File: config.mk
export PLATFORM = sky130hd
export DESIGN_NAME = mem_bus_arbiter
export DESIGN_NICKNAME = d
export VERILOG_FILES = /design/src/rtl/mem_bus_arb_pkg.sv /design/src/rtl/rr_arbiter2.sv /design/src/rtl/mem_bus_arbiter.sv
export SDC_FILE = /design/constraint.sdc
export NUM_CORES = 1
export LEC_CHECK = 0
export BUFFER_PORTS_ARGS = -buffer_cell sky130_fd_sc_hd__buf_4
export CORE_ASPECT_RATIO = 1.75
export CORE_MARGIN = 2
export CORE_UTILIZATION = 50
export CTS_BUF_LIST = sky130_fd_sc_hd__clkbuf_8
export CTS_CLUSTER_SIZE = 30
export DETAILED_ROUTE_END_ITERATION = 7
export GPL_ROUTABILITY_DRIVEN = 0
export PLACE_DENSITY_LB_ADDON = 0.3
export SYNTH_ARGS = -nofsm -noshare
export SYNTH_HDL_FRONTEND = slang
export SYNTH_SLANG_ARGS = --single-unit
export TNS_END_PERCENT = 50
File: constraint.sdc
create_clock -name i_clk -period 1.9 [get_ports i_clk]
set_input_delay 0.19 -clock i_clk [delete_from_list [all_inputs] [get_ports i_clk]]
set_output_delay 0.19 -clock i_clk [all_outputs]
set_load 0.1 [all_outputs]
File: src/rtl/mem_bus_arb_pkg.sv
`default_nettype none
// ============================================================================
// Module      : mem_bus_arb_pkg
// Description : Shared types and default constants for the two-master
//               memory bus arbiter.
// Revision    : 1.0 - initial release
// ============================================================================
package mem_bus_arb_pkg;

    localparam int          c_DEFAULT_TIMEOUT_CYCLES = 1024;
    localparam logic [31:0] c_DEFAULT_ERR_DATA       = 32'hFFFF_FFFF;

    // Arbiter FSM states, explicit 2-bit encoding
    typedef enum logic [1:0] {
        ST_IDLE  = 2'd0,
        ST_ISSUE = 2'd1,
        ST_WAIT  = 2'd2
    } state_t;

    // One latched master request, as forwarded to the slave bus
    typedef struct packed {
        logic [31:0] data;
        logic [31:0] address;
        logic [2:0]  bhw;
        logic        write_notread;
    } bus_req_t;

endpackage
`default_nettype wire

File: src/rtl/rr_arbiter2.sv
`default_nettype none
// ============================================================================
// Module      : rr_arbiter2
// Description : Combinational two-way round-robin pick. A lone requester
//               wins; on a tie the master not granted last time wins.
// Revision    : 1.0 - initial release
// ============================================================================
module rr_arbiter2 (
    input  logic [1:0] i_pending,
    input  logic       i_last_grant,
    output logic       o_grant_valid,
    output logic       o_grant_id
);

    // Winner selection: tie goes to the opposite of the previous grant
    always_comb begin
        o_grant_valid = |i_pending;
        o_grant_id    = 1'b0;
        if (&i_pending) begin
            o_grant_id = ~i_last_grant;
        end else begin
            o_grant_id = i_pending[1];
        end
    end

endmodule
`default_nettype wire

File: src/rtl/mem_bus_arbiter.sv
`default_nettype none
// ============================================================================
// Module      : mem_bus_arbiter
// Description : Two-master round-robin arbiter in front of memory_top.
//               Latches one request per master, issues one slave
//               transaction at a time, routes the response back and turns
//               a silent slave into an error response after a timeout.
// Revision    : 1.0 - initial release
// ============================================================================
module mem_bus_arbiter
    import mem_bus_arb_pkg::*;
#(
    parameter int          TIMEOUT_CYCLES = c_DEFAULT_TIMEOUT_CYCLES,
    parameter logic [31:0] ERR_DATA       = c_DEFAULT_ERR_DATA
) (
    input  logic        i_clk,
    input  logic        i_rst_n,
    // master 0 (CPU)
    input  logic [31:0] i_m0_bus_data,
    input  logic [31:0] i_m0_bus_address,
    input  logic        i_m0_bus_DV,
    input  logic [2:0]  i_m0_bhw,
    input  logic        i_m0_write_notread,
    output logic [31:0] o_m0_bus_data,
    output logic        o_m0_bus_DV,
    output logic        o_m0_err,
    output logic        o_m0_overrun,
    // master 1 (DMA / loader)
    input  logic [31:0] i_m1_bus_data,
    input  logic [31:0] i_m1_bus_address,
    input  logic        i_m1_bus_DV,
    input  logic [2:0]  i_m1_bhw,
    input  logic        i_m1_write_notread,
    output logic [31:0] o_m1_bus_data,
    output logic        o_m1_bus_DV,
    output logic        o_m1_err,
    output logic        o_m1_overrun,
    // slave side (memory_top)
    output logic [31:0] o_bus_data,
    output logic [31:0] o_bus_address,
    output logic        o_bus_DV,
    output logic [2:0]  o_bhw,
    output logic        o_write_notread,
    input  logic [31:0] i_bus_data,
    input  logic        i_bus_DV
);

    localparam int c_CNT_W = (TIMEOUT_CYCLES > 1) ? $clog2(TIMEOUT_CYCLES) : 1;
    localparam logic [c_CNT_W-1:0] c_CNT_LAST = c_CNT_W'(TIMEOUT_CYCLES - 1);

    state_t             r_state;
    state_t             w_state_nxt;
    logic [c_CNT_W-1:0] r_cnt;
    logic               r_last_grant;
    logic               r_cur_id;
    logic               r_bus_dv;
    bus_req_t           r_bus_req;

    logic               w_grant_valid;
    logic               w_grant_id;
    logic               w_issue;
    logic               w_rsp_fire;
    logic               w_rsp_timeout;

    logic [1:0]         w_req_dv;
    bus_req_t           w_req_in   [2];
    bus_req_t           w_hold     [2];
    logic [1:0]         w_pending;
    logic [1:0]         w_overrun;
    logic [1:0]         w_rsp_dv;
    logic [1:0]         w_rsp_err;
    logic [31:0]        w_rsp_data [2];

    assign w_req_dv    = {i_m1_bus_DV, i_m0_bus_DV};
    assign w_req_in[0] = {i_m0_bus_data, i_m0_bus_address, i_m0_bhw, i_m0_write_notread};
    assign w_req_in[1] = {i_m1_bus_data, i_m1_bus_address, i_m1_bhw, i_m1_write_notread};

    rr_arbiter2 u_rr_arbiter2 (
        .i_pending     (w_pending),
        .i_last_grant  (r_last_grant),
        .o_grant_valid (w_grant_valid),
        .o_grant_id    (w_grant_id)
    );

    // Per-master request latch, overrun flag and response registers
    generate
        for (genvar i = 0; i < 2; i++) begin : g_master
            localparam logic c_ID = 1'(i);

            bus_req_t    r_hold;
            logic        r_pending;
            logic        r_overrun;
            logic        r_rsp_dv;
            logic        r_rsp_err;
            logic [31:0] r_rsp_data;
            logic        w_mine;

            // Response events are only routed to the master currently granted
            assign w_mine = w_rsp_fire && (r_cur_id == c_ID);

            // Capture a strobe into an empty slot; a strobe into a full slot is dropped and flagged
            always_ff @(posedge i_clk) begin
                if (!i_rst_n) begin
                    r_hold    <= '0;
                    r_pending <= 1'b0;
                    r_overrun <= 1'b0;
                end else begin
                    if (w_req_dv[i]) begin
                        if (!r_pending) begin
                            r_hold    <= w_req_in[i];
                            r_pending <= 1'b1;
                        end else begin
                            r_overrun <= 1'b1;
                        end
                    end
                    if (w_mine) begin
                        r_pending <= 1'b0;
                    end
                end
            end

            // Register the response one cycle after the slave answers (or times out)
            always_ff @(posedge i_clk) begin
                if (!i_rst_n) begin
                    r_rsp_dv   <= 1'b0;
                    r_rsp_err  <= 1'b0;
                    r_rsp_data <= '0;
                end else begin
                    r_rsp_dv  <= w_mine;
                    r_rsp_err <= w_mine && w_rsp_timeout;
                    if (w_mine) begin
                        r_rsp_data <= w_rsp_timeout ? ERR_DATA : i_bus_data;
                    end
                end
            end

            assign w_hold[i]     = r_hold;
            assign w_pending[i]  = r_pending;
            assign w_overrun[i]  = r_overrun;
            assign w_rsp_dv[i]   = r_rsp_dv;
            assign w_rsp_err[i]  = r_rsp_err;
            assign w_rsp_data[i] = r_rsp_data;
        end
    endgenerate

    // FSM state register
    always_ff @(posedge i_clk) begin
        if (!i_rst_n) begin
            r_state <= ST_IDLE;
        end else begin
            r_state <= w_state_nxt;
        end
    end

    // FSM next state plus issue / response / timeout decode
    always_comb begin
        w_state_nxt   = r_state;
        w_issue       = 1'b0;
        w_rsp_fire    = 1'b0;
        w_rsp_timeout = 1'b0;
        case (r_state)
            ST_IDLE: begin
                if (w_grant_valid) begin
                    w_issue     = 1'b1;
                    w_state_nxt = ST_ISSUE;
                end
            end
            ST_ISSUE: begin
                w_state_nxt = ST_WAIT;
                if (i_bus_DV) begin
                    w_rsp_fire  = 1'b1;
                    w_state_nxt = ST_IDLE;
                end
            end
            ST_WAIT: begin
                if (i_bus_DV) begin
                    w_rsp_fire  = 1'b1;
                    w_state_nxt = ST_IDLE;
                end else if (r_cnt == c_CNT_LAST) begin
                    w_rsp_fire    = 1'b1;
                    w_rsp_timeout = 1'b1;
                    w_state_nxt   = ST_IDLE;
                end
            end
            default: w_state_nxt = ST_IDLE;
        endcase
    end

    // Timeout counter: cleared on issue, counts while waiting for the slave
    always_ff @(posedge i_clk) begin
        if (!i_rst_n) begin
            r_cnt <= '0;
        end else if (r_state == ST_ISSUE) begin
            r_cnt <= '0;
        end else if (r_state == ST_WAIT) begin
            r_cnt <= r_cnt + c_CNT_W'(1);
        end
    end

    // Slave-side request registers, issue strobe and round-robin history
    always_ff @(posedge i_clk) begin
        if (!i_rst_n) begin
            r_bus_req    <= '0;
            r_bus_dv     <= 1'b0;
            r_cur_id     <= 1'b0;
            r_last_grant <= 1'b1;
        end else begin
            r_bus_dv <= w_issue;
            if (w_issue) begin
                r_bus_req <= w_hold[w_grant_id];
                r_cur_id  <= w_grant_id;
            end
            if (w_rsp_fire) begin
                r_last_grant <= r_cur_id;
            end
        end
    end

    assign o_bus_data      = r_bus_req.data;
    assign o_bus_address   = r_bus_req.address;
    assign o_bhw           = r_bus_req.bhw;
    assign o_write_notread = r_bus_req.write_notread;
    assign o_bus_DV        = r_bus_dv;

    assign o_m0_bus_data = w_rsp_data[0];
    assign o_m0_bus_DV   = w_rsp_dv[0];
    assign o_m0_err      = w_rsp_err[0];
    assign o_m0_overrun  = w_overrun[0];
    assign o_m1_bus_data = w_rsp_data[1];
    assign o_m1_bus_DV   = w_rsp_dv[1];
    assign o_m1_err      = w_rsp_err[1];
    assign o_m1_overrun  = w_overrun[1];

endmodule
`default_nettype wire
Yosys cells after proc, flatten, opt, wreduce, memory -nomap -nowiden
Cells that the tools add are included.

$add $sub $neg: 1. Order comparisons: 1. Eq/ne operators: 5. Muxes and demuxes: 18. Bitwise gates (word level): 6. Reduce and logical (&&, ||, !) cells: 15.

Operators with widths (number): 2-to-1 mux 68 bit (3); 2-to-1 mux 32 bit (1); AND reduction 2 bit (6); adder 10 x 1 -> 10 bit, second input constant (1); == test 10 bit, second input constant (1); 2-to-1 mux 1 bit (8); 2-to-1 mux 2 bit (4); OR reduction 2 bit (4); one-hot mux 2 bit (3 select lines) (1); inverter 1 bit (5); logical AND 1 bit (4); != test 3 bit, second input constant (1); == test 2 x 1 -> 1 bit, second input constant (1); == test 2 bit, second input constant (1); greater-or-equal comparator 2 bit, second input constant (1); logical NOT 2 bit (1); != test 2 x 1 -> 1 bit, second input constant (1); inverter 1 -> 2 bit (1); one-hot mux 1 bit (2 select lines) (1).

Register bits: 291. Input port bits: 173. Output and inout port bits: 139. Logic and storage cells: 73.

Depth between registers and ports, before layout
Depth in word-level cells: 6. Mapped depth: 8. Mapped depth without buffers: 6.

Modules after synthesis
From an unflattened synthesis, not the netlist that was laid out.

Cells, all modules: 1180. Area, all modules: 10910.5 µm².

By module, submodules not included: mem_bus_arbiter (instances 1, cells an instance 1178, area an instance 10896.7 µm², sequential area each 5825.6 µm²); rr_arbiter2 (instances 1, cells an instance 2, area an instance 13.8 µm², sequential area each 0.0 µm²).

Worst setup path before layout
No wires, ideal clock.

Kind: register to register. Start point: register r_cnt[0]. End point: register g_master[1].r_rsp_data[2] (netlist: o_m1_bus_data[2]). Library setup time: 0.127 ns. Arrival: 1.534 ns. Data required time: 1.773 ns. Setup slack: 0.239 ns. Cell stages (with the launch flop): 7. Path buffers: 1. Clock period less this slack: 1.661 ns. Cells stage by stage: dfxtp_1 ha_1 nand4_2 o311ai_2 nand2_2 buf_4 o2bb2ai_1.

Word-level cells in the longest chain between the ends: 5. Elaborated cells between the ends (all ways): 8. Those cells by class: 1 x eq/ne; 6 x mux; 1 x reduce/logical.

RTL lines: from (decl) (RTL line mem_bus_arbiter.sv:53) `logic [c_CNT_W-1:0] r_cnt;`; from (signal assigned) (RTL line mem_bus_arbiter.sv:196) `r_cnt <= r_cnt + c_CNT_W'(1);`; == test 10 bit (*) (RTL line mem_bus_arbiter.sv:179) `end else if (r_cnt == c_CNT_LAST) begin`; 2-to-1 mux 1 bit (*) (RTL line mem_bus_arbiter.sv:179); 2-to-1 mux 1 bit (RTL line mem_bus_arbiter.sv:176) `if (i_bus_DV) begin`; one-hot mux 1 bit (2 select lines) or 2-to-1 mux 1 bit (tied branches) (RTL line mem_bus_arbiter.sv:161) `case (r_state)`; logical AND 1 bit or 2-to-1 mux 32 bit (tied branches) (RTL line mem_bus_arbiter.sv:99, mem_bus_arbiter.sv:132); to (signal assigned) (RTL line mem_bus_arbiter.sv:132) `r_rsp_data <= w_rsp_timeout ? ERR_DATA : i_bus_data;`; to (decl) (RTL line mem_bus_arbiter.sv:95) `logic [31:0] r_rsp_data;`.

Every way passes the cells marked *; elsewhere a longest branch is shown, timed or not. A chain may end at the register's enable or synchronous reset.

Worst setup path in the final report
Start point: register r_cnt[0]. End point: register g_master[0].r_rsp_data[22] (netlist: o_m0_bus_data[22]).

Word-level cells in the longest chain between the ends: 5. Elaborated cells between the ends (all ways): 8. Those cells by class: 1 x eq/ne; 6 x mux; 1 x reduce/logical.

RTL lines (RTL line): == test 10 bit (*) (mem_bus_arbiter.sv:179); 2-to-1 mux 1 bit (*) (mem_bus_arbiter.sv:179); 2-to-1 mux 1 bit (mem_bus_arbiter.sv:176); one-hot mux 1 bit (2 select lines) or 2-to-1 mux 1 bit (tied branches) (mem_bus_arbiter.sv:161); logical AND 1 bit or 2-to-1 mux 32 bit (tied branches) (mem_bus_arbiter.sv:99, mem_bus_arbiter.sv:132); to (signal assigned) (mem_bus_arbiter.sv:132); to (decl) (mem_bus_arbiter.sv:95).

Marked as above.

==> reports/qor.yml <==
min_path:
  hp-start: "i_rst_n"
  whs_path_depth: 3
  holdPathEnd: "o_bus_DV"
  hold_path_class: "input pin to flip-flop"
critical_path:
  cp_num_buf_inv: 2
  path_common_cell: "buf_12"
  end_kind: "flip-flop"
  slowest_stage: "dfxtp_1"
  path_cells: "ha_1, nand4_4, nor3_4, buf_12, o2111ai_4, buf_12, o2bb2ai_1"
  crit_required_ps: 2350
  critPathMaxStageDelay_ps: 360
  cp-start-kind: "flip-flop"
  crit_arrival_ps: 2230
  crit_type: "flip-flop to flip-flop"
  critical_path_peak_fanout: 17
  rr_endpoint: "o_m0_bus_data[22]"
  rr_startpoint: "r_cnt[0]"
  r2r_slack_ps: 110
  worstRegToRegCells: 7
  path_delay_family: "simple AND/OR/NAND/NOR gates"
finish:
  area_growth_pct: 47.6
  drive_gt1_share_pct: 25.3
  stdcell_area_um2: 15900
  nets: 1818
  fill_cells: 1405
floorplan:
  core_um2: 21300
  die_area_um2: 22800
  rows: 71
  ioPinCount: 312
  initial_core_util_pct: 50.6
  die_w_um: 115
  fp.dieH_um: 198
route:
  drtIter0Drc: 638
  vias: 10600
  ant_nets: 0
  wl_um: 34900
  drcViolationCount: 0
  vias_per_cell: 5.52
  first_pass_iters: 5
  wl_per_cell_um: 18.2
synthesis:
  synthCells: 1182
  synth_top_family_by_area: "compound AO/OA/AOI/OAI gates"
  synth_fp_nets: 1359
  synth_fa_ha_area_share_pct: 0.464
  synth-xor-area-share_pct: 0.568
  synth_cell_types: 42
  ys.flop_type: "dfxtp_1"
  synth_edf_count: 0
  yosysSeqAreaShare_pct: 54.0
  synth_mux_area_share_pct: 6.49
  syn_avg_cell_area_um2: 9.13
  ys_top_cells_by_area: "dfxtp_1 54%, nand2_1 9.6%, a21oi_1 6.6%"
  yosysWarnings: 0
  synth-simple-area-share_pct: 15.4
  yosysTopAreaCell: "dfxtp_1"
  async_reset_ff_share_pct: 0
  synthDominantCellAreaShare_pct: 54.0
  synth-compound-area-share_pct: 18.2
  ys_seq_elements: 291
  synth_area_um2: 10800
sta:
  maxSlewHeadroom_pct: 71.7
  period_share_pct: 94.0
  final-hold-violation-count: 0
  fin_skew_ps: 11.0
  rsz0062_at_grt: "false"
  fmax_mhz: 560
  final-max-slew-violation-count: 0
  final.setup.tns_ps: 0
  min_period_ps: 1790
  tightest_slew_ps: 424
  final-setup-viol-count: 0
  holdWs_ps: 73.1
cts:
  cts_root_buf: "clkbuf_8"
  clkSinkCount: 291
  cts_made_buffers: 41
  clk_latency_ps: 530
  cts_tree: "done"
  htreeDepth: 2
  cts_buffer_depth: 3
  path_clk_slew_ps: 70
flow_run:
  max_cap_violations: 0
global_routing:
  grt_pass1_vias: 10700
  grt_usage_pct: 29.7
  grt_max_degree: 69
  grt_pass1_wl_um: 54200
  antenna_found_initial: 2
  grt-ovfl-total: 0
pwr:
  power_leakage_nw: 6.65
  vdd_ir_drop_max_mv: 0.876
  cellPowerDensity_nw_per_um2: 1010
placed_design:
  hpwlAfterDp_um: 19000
  io_buffers: 311
  dpl_cell_area_um2: 13300
status:
  status: "complete, no violations"
[Yosys cell counts, drive strengths merged, types with 2 or more instances]
cell type  number
nand2b          4
o2111ai         2
xnor2           2
a21oi         142
o31ai           2
o2bb2ai        64
o21ai           3
a211oi         68
clkbuf         49
o21a            3
mux2i          70
nand4           3
buf            46
nor2b           2
nand3           3
ha              4
nand2         278
dfxtp         291
inv            12
nor2          117
or3             2
xor2            5
[worst min-delay path, cell delays in order]
cell	delay (ps)
buf_4	200
nand2_1	130
inv_1	40
[registers in the layout, summed over array words and instances, names as in the netlist, 2 cells and up]
register and cells:
g_master.r_hold 136, g_master.r_pending 2, o_bhw 3, o_bus_address 32, o_bus_data 32, o_m0_bus_data 32, o_m1_bus_data 32, r_cnt 10
r_state 2
[report_power, final]
group	total, mW	internal [mW]	switching [mW]	leakage (nW)
sequential	6.88	6.58	0.300	2.38
combinational	4.75	1.38	3.37	3.87
clock	4.43	2.23	2.20	0.406
[metrics by stage]
step                util (%)  worst slack (ps)  std cells  power (mW)
finish                  74.7               113       1919        16.1
global route            74.7              16.0       1917        16.7
CTS                     74.3              23.1       1913        16.0
detailed placement      62.4              -160       1676        11.4
global placement        62.4             -51.6       1676        11.3
floorplan                  -               239       1182        10.2
[cell type report]
class                      count  area [um2]  area share (%)
clock inverter                15        66.3           0.416
timing repair buffer         509        4450            27.9
multi-input combinational    786        4560            28.7
clock buffer                  47         647            4.06
antenna                        4        10.0          0.0628
tap                          255         319            2.00
sequential                   291        5830            36.6
inverter                      12        50.0           0.314
[cells in the final DEF (no fill, tap or decap), drive strengths merged, types with 3 or more instances in the layout]
cell type	instances
dfxtp	291
diode	4
nand2	278
a211oi	68
mux2i	70
a21oi	142
ha	4
xor2	5
nand3	3
clkinv	5
nor2	117
o21ai	3
dlygate4sd3	170
o2111ai	4
nand4	3
nand2b	4
o21a	3
inv	21
buf	339
clkbuf	47
o2bb2ai	64
[what timing repair did]
action | 4_1_cts | 5_1_grt
hold endpoints to repair | 204 | 0
gates resized for setup | 3 | 5
buffers inserted | 3 | 2
pin swaps | 4 | 2
endpoints found under the setup margin | 66 | 52
cloned | 2 | 0
hold buffers | 170 | 0
[worst max-delay path by stage]
| stage | end | from | slack, ps | cells past startpoint |
|---|---|---|---|---|
| 2_1_floorplan | o_m1_bus_data[2] | r_cnt[0] | 240 | 6 |
| 3_3_place_gp | o_m1_bus_data[13] | r_cnt[0] | -50 | 5 |
| 3_5_place_dp | o_m1_bus_data[7] | r_cnt[0] | -160 | 5 |
| 4_1_cts | o_m0_bus_data[8] | r_cnt[0] | 20 | 6 |
| 5_1_grt | o_m0_bus_data[22] | r_cnt[0] | 20 | 7 |
| 6_report | o_m0_bus_data[22] | r_cnt[0] | 110 | 7 |
[layer usage]
metal | track usage, % | share of wire, %
met1 | 32.6 | 36
met2 | 51.9 | 51
met3 | 6.15 | 6.9
met4 | 17.6 | 5.7
met5 | 0 | 0
[cells by family (layout without fill, tap and decap cells)]
logic type | after synthesis | in the layout
AO/OA/AOI/OAI | 289 | 291
XOR/XNOR | 7 | 7
adder cells (fa/ha/maj) | 4 | 4
buffers and inverters | 107 | 583
flip-flops | 291 | 291
multiplexers | 70 | 70
other | 0 | 4
AND/OR/NAND/NOR | 414 | 414
No activity file was read; power rests on OpenSTA's default activity.
